## config.mk

```make
export PLATFORM = sky130hd
export DESIGN_NAME = data_mem_access_unit
export DESIGN_NICKNAME = d
export VERILOG_FILES = /design/src/rtl/data_mem_access_unit.sv
export SDC_FILE = /design/constraint.sdc
export NUM_CORES = 1
export LEC_CHECK = 0
export CAP_MARGIN = 20
export CELL_PAD_IN_SITES_DETAIL_PLACEMENT = 0
export CELL_PAD_IN_SITES_GLOBAL_PLACEMENT = 1
export CORE_MARGIN = 4
export CORE_UTILIZATION = 34
export CTS_BUF_LIST = sky130_fd_sc_hd__clkbuf_4 sky130_fd_sc_hd__clkbuf_8
export DETAILED_ROUTE_END_ITERATION = 7
export GPL_ROUTABILITY_DRIVEN = 0
export GPL_TIMING_DRIVEN = 1
export PLACE_DENSITY_LB_ADDON = 0.1
export SYNTH_ARGS = -nofsm -noshare
export SYNTH_HDL_FRONTEND = slang
export SYNTH_SLANG_ARGS = --single-unit
```

## constraint.sdc

```tcl
create_clock -name clk -period 4.2 [get_ports clk]
set_input_delay 0.63 -clock clk [delete_from_list [all_inputs] [get_ports clk]]
set_output_delay 0.63 -clock clk [all_outputs]
set_load 0.02 [all_outputs]
```

## src/rtl/data_mem_access_unit.sv

```systemverilog
// data_mem_access_unit: load/store initiator for a word-addressed data memory with sub-word access and fault checks
module data_mem_access_unit #(
  parameter int DATA_WIDTH = 32,
  parameter int ADDR_WIDTH = 6
) (
  input  logic                  clk,
  input  logic                  rst_n,
  input  logic                  req_valid,
  output logic                  req_ready,
  input  logic                  req_store,
  input  logic [2:0]            req_size,
  input  logic [31:0]           req_addr,
  input  logic [DATA_WIDTH-1:0] req_wdata,
  output logic                  done,
  output logic                  fault,
  output logic [DATA_WIDTH-1:0] load_data,
  output logic                  MemRead,
  output logic                  MemWrite,
  output logic [ADDR_WIDTH-1:0] mem_addr,
  output logic [DATA_WIDTH-1:0] mem_wdata,
  input  logic [DATA_WIDTH-1:0] mem_rdata
);
  typedef enum logic [2:0] {IDLE, RD, RMW_RD, WR, DONE, FAULT} state_t;
  state_t state;
  logic [2:0] sz;
  logic [ADDR_WIDTH+1:0] addr;
  logic [31:0] wbuf, msk, lane, ld, merged;
  logic [4:0] sh;
  logic bad;
  // size[0] selects halfword lanes, size[1] a full word, size[2] zero-extension
  assign sh = sz[0] ? {addr[1], 4'b0} : {addr[1:0], 3'b0};
  assign msk = (sz[0] ? 32'h0000_FFFF : 32'h0000_00FF) << sh;
  assign lane = mem_rdata >> sh;
  assign ld = sz[1] ? mem_rdata
            : sz[0] ? {{16{~sz[2] & lane[15]}}, lane[15:0]}
            : {{24{~sz[2] & lane[7]}}, lane[7:0]};
  assign merged = (mem_rdata & ~msk) | ((wbuf << sh) & msk);
  assign bad = !(req_size inside {3'b000, 3'b001, 3'b011, 3'b100, 3'b101})
             | (|req_addr[31:ADDR_WIDTH+2])
             | (req_size[1:0] == 2'b01 & req_addr[0])
             | (req_size == 3'b011 & |req_addr[1:0]);
  // all strobes decode from the state register so reset kills them at once
  assign req_ready = state == IDLE;
  assign MemRead = state == RD || state == RMW_RD;
  assign MemWrite = state == WR;
  assign done = state == DONE || state == FAULT;
  assign fault = state == FAULT;
  assign mem_addr = addr[ADDR_WIDTH+1:2];
  assign mem_wdata = wbuf;
  // request sequencing: accept, read/merge/write, then a one-cycle completion state
  always_ff @(posedge clk or negedge rst_n) begin
    if (!rst_n) begin
      state <= IDLE;
      sz <= '0;
      addr <= '0;
      wbuf <= '0;
      load_data <= '0;
    end else begin
      case (state)
        IDLE: if (req_valid) begin
          sz <= req_size;
          addr <= req_addr[ADDR_WIDTH+1:0];
          wbuf <= req_wdata;
          state <= bad ? FAULT : !req_store ? RD : req_size == 3'b011 ? WR : RMW_RD;
        end
        RD: begin
          load_data <= ld;
          state <= DONE;
        end
        RMW_RD: begin
          wbuf <= merged;
          state <= WR;
        end
        WR: state <= DONE;
        default: state <= IDLE;
      endcase
    end
  end
endmodule

```

==> results.cfg, run 1 <==
[status]
status = completed

[grt]
antenna_found_initial = 0
grtUsageTotal_pct = 20.6
overflow = 0
grt_max_degree = 79
grt_pass1_wl_um = 22800
grt_pass1_vias = 4125

[finish]
diodes = 0
area_delta_synth_final_pct = 49.2
final_area_um2 = 6170
final_core_util_pct = 51.6
drive_above_1_share_pct = 11.7
instances_no_fill = 755
nNetsFinal = 707

[yosys]
ys_warn_count = 0
synth_area_um2 = 4140
synth_xor_area_share_pct = 0
synth_compound_area_share_pct = 24.9
synthAdderAreaFrac_pct = 0
yosys.area_share.simple_pct = 19.3
synth_top_family_by_area = compound AO/OA/AOI/OAI gates
synth.distinct_cells = 43
avgSynthCellArea_um2 = 9.25
synth_nets = 550
synthCells = 447
yosysSeqAreaShare_pct = 47.2
synth-seq-cells = 78
synth_mux_area_share_pct = 3.15

[clocking]
cts_buffers = 9
cts.htree.levels = 3
clkLatencyLatePin_ns = 0.36
post_cts_resize_count = 0
cts_root_buf = clkbuf_8
cts_tree = done
clockBufferDepth = 2
cts_hold_buf = 0
cts_setup_buffers = 0
clock-sinks = 78
clk_pin_slew_worst_paths_ns = 0.08

[floorplan]
core_um2 = 12000
dieArea_um2 = 14000
die_h_um = 118
die_w_um = 118
initial_core_util_pct = 34.6
io_pins = 178
row_count = 40

[worst_setup_path]
slowest_stage = clkdlybuf4s50_1
r2r-start = sz[0]
critical-path-max-stage-delay_ns = 0.64
path_cells = or3b_1 -> buf_4 -> o21ai_0 -> clkdlybuf4s50_1
timing.critical_path.required_ns = 3.57
crit_path_max_fanout = 34
startpoint_type = flop
path_class = reg2out
r2r_slack_ns = 1.68
r2r_cells = 4
end_kind = output port
arrival_ns = 2.26

[drt]
drc = 0
final_antenna_net_count = 0
vias = 4079
wl_per_cell_um = 19.4
first_pass_iters = 5
drtIter0Drc = 364
routed_wirelength_um = 14700
drt-vias-per-instance = 5.40

[timing]
worst_slack_ns = 1.31
final_max_slew_viol_count = 0
finalHoldViolCount = 0
finalSetupViolations = 0
finalCritPeriodShare_pct = 68.8
rsz0062_at_grt = false
period_minus_slack_ns = 2.89
clock_skew_ns = 0.00675
worstMarginPinSlew_ns = 1.02
hold_ws_ns = 0.247
max_freq_mhz = 346
tns_ns = 0
slew_headroom_pct = 31.9

[pwr]
power_density_nw_per_um2 = 728
vdd_drop_max_uv = 275
finalPower_mw = 4.49
p_leak_nw = 2.50

[placed_design]
placed_area_um2 = 5940
dp.final_hpwl_um = 11000
dp.cells = 737
pre_cts_ws_ns = 1.65
portBuffers = 177

[job]
cap_violations = 0

[hold_path]
hold_class = in2async
report_power, final:
group | switching, mW | internal, mW
Clock | 0.278 | 0.284
Combinational | 1.26 | 1.18
Sequential | 0.383 | 1.11
Total | 1.92 | 2.57
logic make-up after synthesis:
family | count (synthesis)
buf+inv | 43
simple gates | 170
mux | 12
flops | 78
compound gates | 144
routing by layer:
metal  up-vias  global-route usage, %  wire (µm)
li1       1919                      -          -
met1      1984                   27.7       6440
met2       161                   33.5       6930
met3        15                   5.45       1110
met4         0                   4.32        177
met5         -                      0          0
worst max-delay path by stage:
stage	cells after the start	slack [ns]	from	to
finish	4	1.31	state[1]	MemRead
detailed placement	4	1.65	req_valid	flop
global route	4	1.15	state[1]	MemRead
global placement	4	1.67	req_valid	flop
CTS	4	1.26	state[1]	MemRead
floorplan	5	2.14	state[2]	MemRead
cell usage after synthesis, drive strengths merged:
cell type   n  area (µm²)
inv         3        11.3
nor4        6        37.5
o31a        1        17.5
nand2b      4        25.0
nor3       10        60.1
nand4       1        6.26
mux2        8        90.1
and2        3        18.8
a41o        1        10.0
o21bai      1        7.51
nor2b       2        12.5
a21oi      43         268
nand3       1        5.00
and3        8        50.1
a221oi      4        35.0
or2         7        43.8
o221a      15         169
a211oi      8        60.1
buf        25         159
nor3b       1        18.8
nand2      89         334
o22ai       8        50.1
o21ai      21         105
clkbuf     14        52.6
a22oi       4        30.0
nor2       29         116
o31ai       1        7.51
or3b        1        8.76
mux2i       4        40.0
dfrtp      78        1950
a21o        8        60.1
clkinv      1        3.75
a31oi      17         106
a22o       12         105
nand3b      8        60.1
cells in the final DEF, fill, tap and decap left out, drive strengths merged, types with 7 or more instances in the layout:
cell           Yosys  final
clkdlybuf4s50      0    176
nand2             89     89
dfrtp             78     78
a21oi             43     43
nor2              29     29
o21ai             21     21
a31oi             17     17
o221a             15     15
a22o              12     12
clkbuf            14     11
nor3              10     10
buf               25      9
o22ai              8      8
and3               8      8
a211oi             8      8
a21o               8      8
mux2               8      8
nand3b             8      8
or2                7      7
critical path: cells and delay by family (launching register included):
kind,cells,cell delay (ns)
AO/OA/AOI/OAI,1,0.12
AND/OR/NAND/NOR,1,0.38
flip-flops,1,0.52
buffers and inverters,2,0.89
area by class of cell:
class | instances | area (µm²)
timing repair buffer | 185 | 1870
clock buffer | 11 | 139
clock inverter | 4 | 48.8
multi-input combinational | 326 | 1960
tap | 147 | 184
inverter | 4 | 15.0
sequential | 78 | 1950
fill | 1174 | 5790
Power figures use the tool's default switching activity.
==> inputs of run 2 (changes only) <==
--- a/config.mk
+++ b/config.mk
@@ -9,7 +9,7 @@
 export CELL_PAD_IN_SITES_DETAIL_PLACEMENT = 0
 export CELL_PAD_IN_SITES_GLOBAL_PLACEMENT = 1
 export CORE_MARGIN = 4
-export CORE_UTILIZATION = 34
+export CORE_UTILIZATION = 29
 export CTS_BUF_LIST = sky130_fd_sc_hd__clkbuf_4 sky130_fd_sc_hd__clkbuf_8
 export DETAILED_ROUTE_END_ITERATION = 7
 export GPL_ROUTABILITY_DRIVEN = 0
==> constraint.sdc (replaced) <==
create_clock -name clk -period 2.5 [get_ports clk]
set_input_delay 0.375 -clock clk [delete_from_list [all_inputs] [get_ports clk]]
set_output_delay 0.375 -clock clk [all_outputs]
set_load 0.02 [all_outputs]
==> run 2 against run 1 <==
Compared with the run above:
- combinational power up 75%
- count of clock-buffer cells in the layout fell by 1
- die area increased by 16%
- first-iteration DRC count is 33% lower
- critical path type unchanged
- largest cell class unchanged
- highest routed layer unchanged
==> results.cfg, run 2 (same netlist as run 1, synthesis figures left out) <==
[finish]
drive_above_1_share_pct = 12.5
final_common_cell = clkdlybuf4s50_1
area_delta_synth_final_pct = 49.9
diodes = 0
mostFrequentLayoutCells = 176 x clkdlybuf4s50_1, 89 x nand2_1, 77 x dfrtp_1, 31 x a21oi_1, 28 x nor2_1
nNetsFinal = 715
final_core_util_pct = 44.5

[timing]
period_minus_slack_ns = 2.36
tns_ns = 0
finalCritPeriodShare_pct = 94.5
worstMarginPinSlew_ns = 0.664
slew_headroom_pct = 55.7
rsz0062_at_grt = false
final_max_slew_viol_count = 0
finalHoldViolCount = 0
max_freq_mhz = 423
finalSetupViolations = 0
clock_skew_ns = 0.00871

[status]
status = completed

[pwr]
finalPower_mw = 7.45
pwr-share-clk_pct = 10.9
pwr-share-seq_pct = 31.6
power_density_nw_per_um2 = 1200
internal_power_mw = 4.23
p_sw_share_pct = 43.3
vdd_drop_max_uv = 499
p_leak_nw = 2.51
switchingPower_mw = 3.22
comb_power_share_pct = 57.5

[drt]
wl_per_cell_um = 19.4
drc = 0
first_pass_iters = 4
drt-vias-per-instance = 5.10
vias = 4046
routed_wirelength_um = 15400
drtIter0Drc = 245
final_antenna_net_count = 0

[worst_setup_path]
critical-path-max-stage-delay_ns = 0.64
crit_end = MemRead
crit_path_max_fanout = 7
r2r_slack_ns = 0.52
worstPathBufferInverterCount = 1
path_class = reg2out
timing.critical_path.required_ns = 2.12
r2r_cells = 5
cp.depth = 3
path_cells = or3b_1 -> o21ai_0 -> clkdlybuf4s50_1
crit_path_start = state[2]
crit_family = buffers and inverters
regToRegEndpoint = load_data[13]
arrival_ns = 1.99
end_kind = output port
slowest_stage = clkdlybuf4s50_1
r2r-start = addr[1]
startpoint_type = flop

[floorplan]
die_h_um = 127
initial_core_util_pct = 29.7
die_w_um = 127
io_pins = 178
row_count = 43
core_um2 = 13900
dieArea_um2 = 16200

[grt]
grt_pass1_vias = 4241
antenna_found_initial = 0
grt_pass1_wl_um = 23700
grtUsageTotal_pct = 18.9
grt_max_degree = 46
overflow = 0

[clocking]
clkLatencyLatePin_ns = 0.37
cts_buffers = 9
clock-sinks = 78
cts_setup_buffers = 0
cts_tree = done
clockBufferDepth = 2
clk_pin_slew_worst_paths_ns = 0.08
cts.htree.levels = 3
cts_root_buf = clkbuf_8

[placed_design]
portBuffers = 177
dp.final_hpwl_um = 11800

[hold_path]
hold_class = reg2reg

[job]
cap_violations = 0
[run 2: cell types whose count changed in the layout (fill, tap and decap cells not counted)]
cell,previous run,this run
buf_6,1,0
clkinv_4,1,0
dfrtp_1,78,77
dlygate4sd3_1,0,1
dfrtp_2,0,1
clkbuf_4,2,1
clkinv_2,2,3
bufinv_16,1,0
buf_16,1,0
buf_4,5,15
buf_8,1,0
[run 2: repair_timing]
action / 4_1_cts / 5_1_grt
gates resized for setup: 0 / 1
hold endpoints to repair: 33 / 0
hold buffers: 1 / 0
endpoints found under the setup margin: 0 / 1
[run 2: routing by layer]
metal  vias to the layer above  GRT usage (%)  share of wire (%)
met5                         -              0                  0
met4                         0           5.05                1.5
met3                        21           5.43                7.3
met2                       168           31.0                 48
met1                      1926           24.6                 44
li1                       1931              -                  -
[run 2: layout make-up]
type / instances / area, µm²
flip-flops and latches: 78 / 1950
clock buffers: 10 / 131
fillers: 1367 / 7730
repair buffers: 193 / 1900
well taps: 180 / 225
inverters: 4 / 15.0
multi-input cells: 326 / 1960
clock inverters: 3 / 15.0
[run 2: stage by stage]
step	area (µm²)	instances	hold WS (ns)	worst slack [ns]
3_5_place_dp	6040	780	0.365	0.485
3_3_place_gp	6040	780	0.360	0.514
2_1_floorplan	4140	447	0.0794	0.696
4_1_cts	6200	794	0.488	0.0591
5_1_grt	6200	794	0.514	0.0354
6_report	6200	794	0.480	0.136
[run 2: how the worst min path moves through the flow]
| stage | startpoint | to | slack [ns] | cells past startpoint |
|---|---|---|---|---|
| final | addr[6] | addr[6] | 0.48 | 2 |
| after global routing | addr[4] | addr[4] | 0.51 | 2 |
| after CTS | addr[7] | addr[7] | 0.49 | 2 |
| after detailed placement | rst_n | load_data[26] | 0.36 | 1 |
| after floorplan | rst_n | async pin | 0.08 | 0 |
| after global placement | rst_n | load_data[22] | 0.36 | 1 |
[run 2: worst register-to-register path, stage by stage (launching register included)]
cell	delay, ns
dfrtp_1	0.57
buf_4	0.35
mux2i_1	0.27
mux2i_1	0.13
a21oi_2	0.41
a21oi_1	0.12
[run 2: power by group through the flow]
stage	Sequential (mW)	Clock, mW	Combinational (mW)
floorplan	2.84	0	1.95
global placement	2.37	0	4.29
detailed placement	2.38	0	4.32
CTS	2.36	0.843	4.33
global route	2.45	0.893	4.63
finish	2.36	0.809	4.28
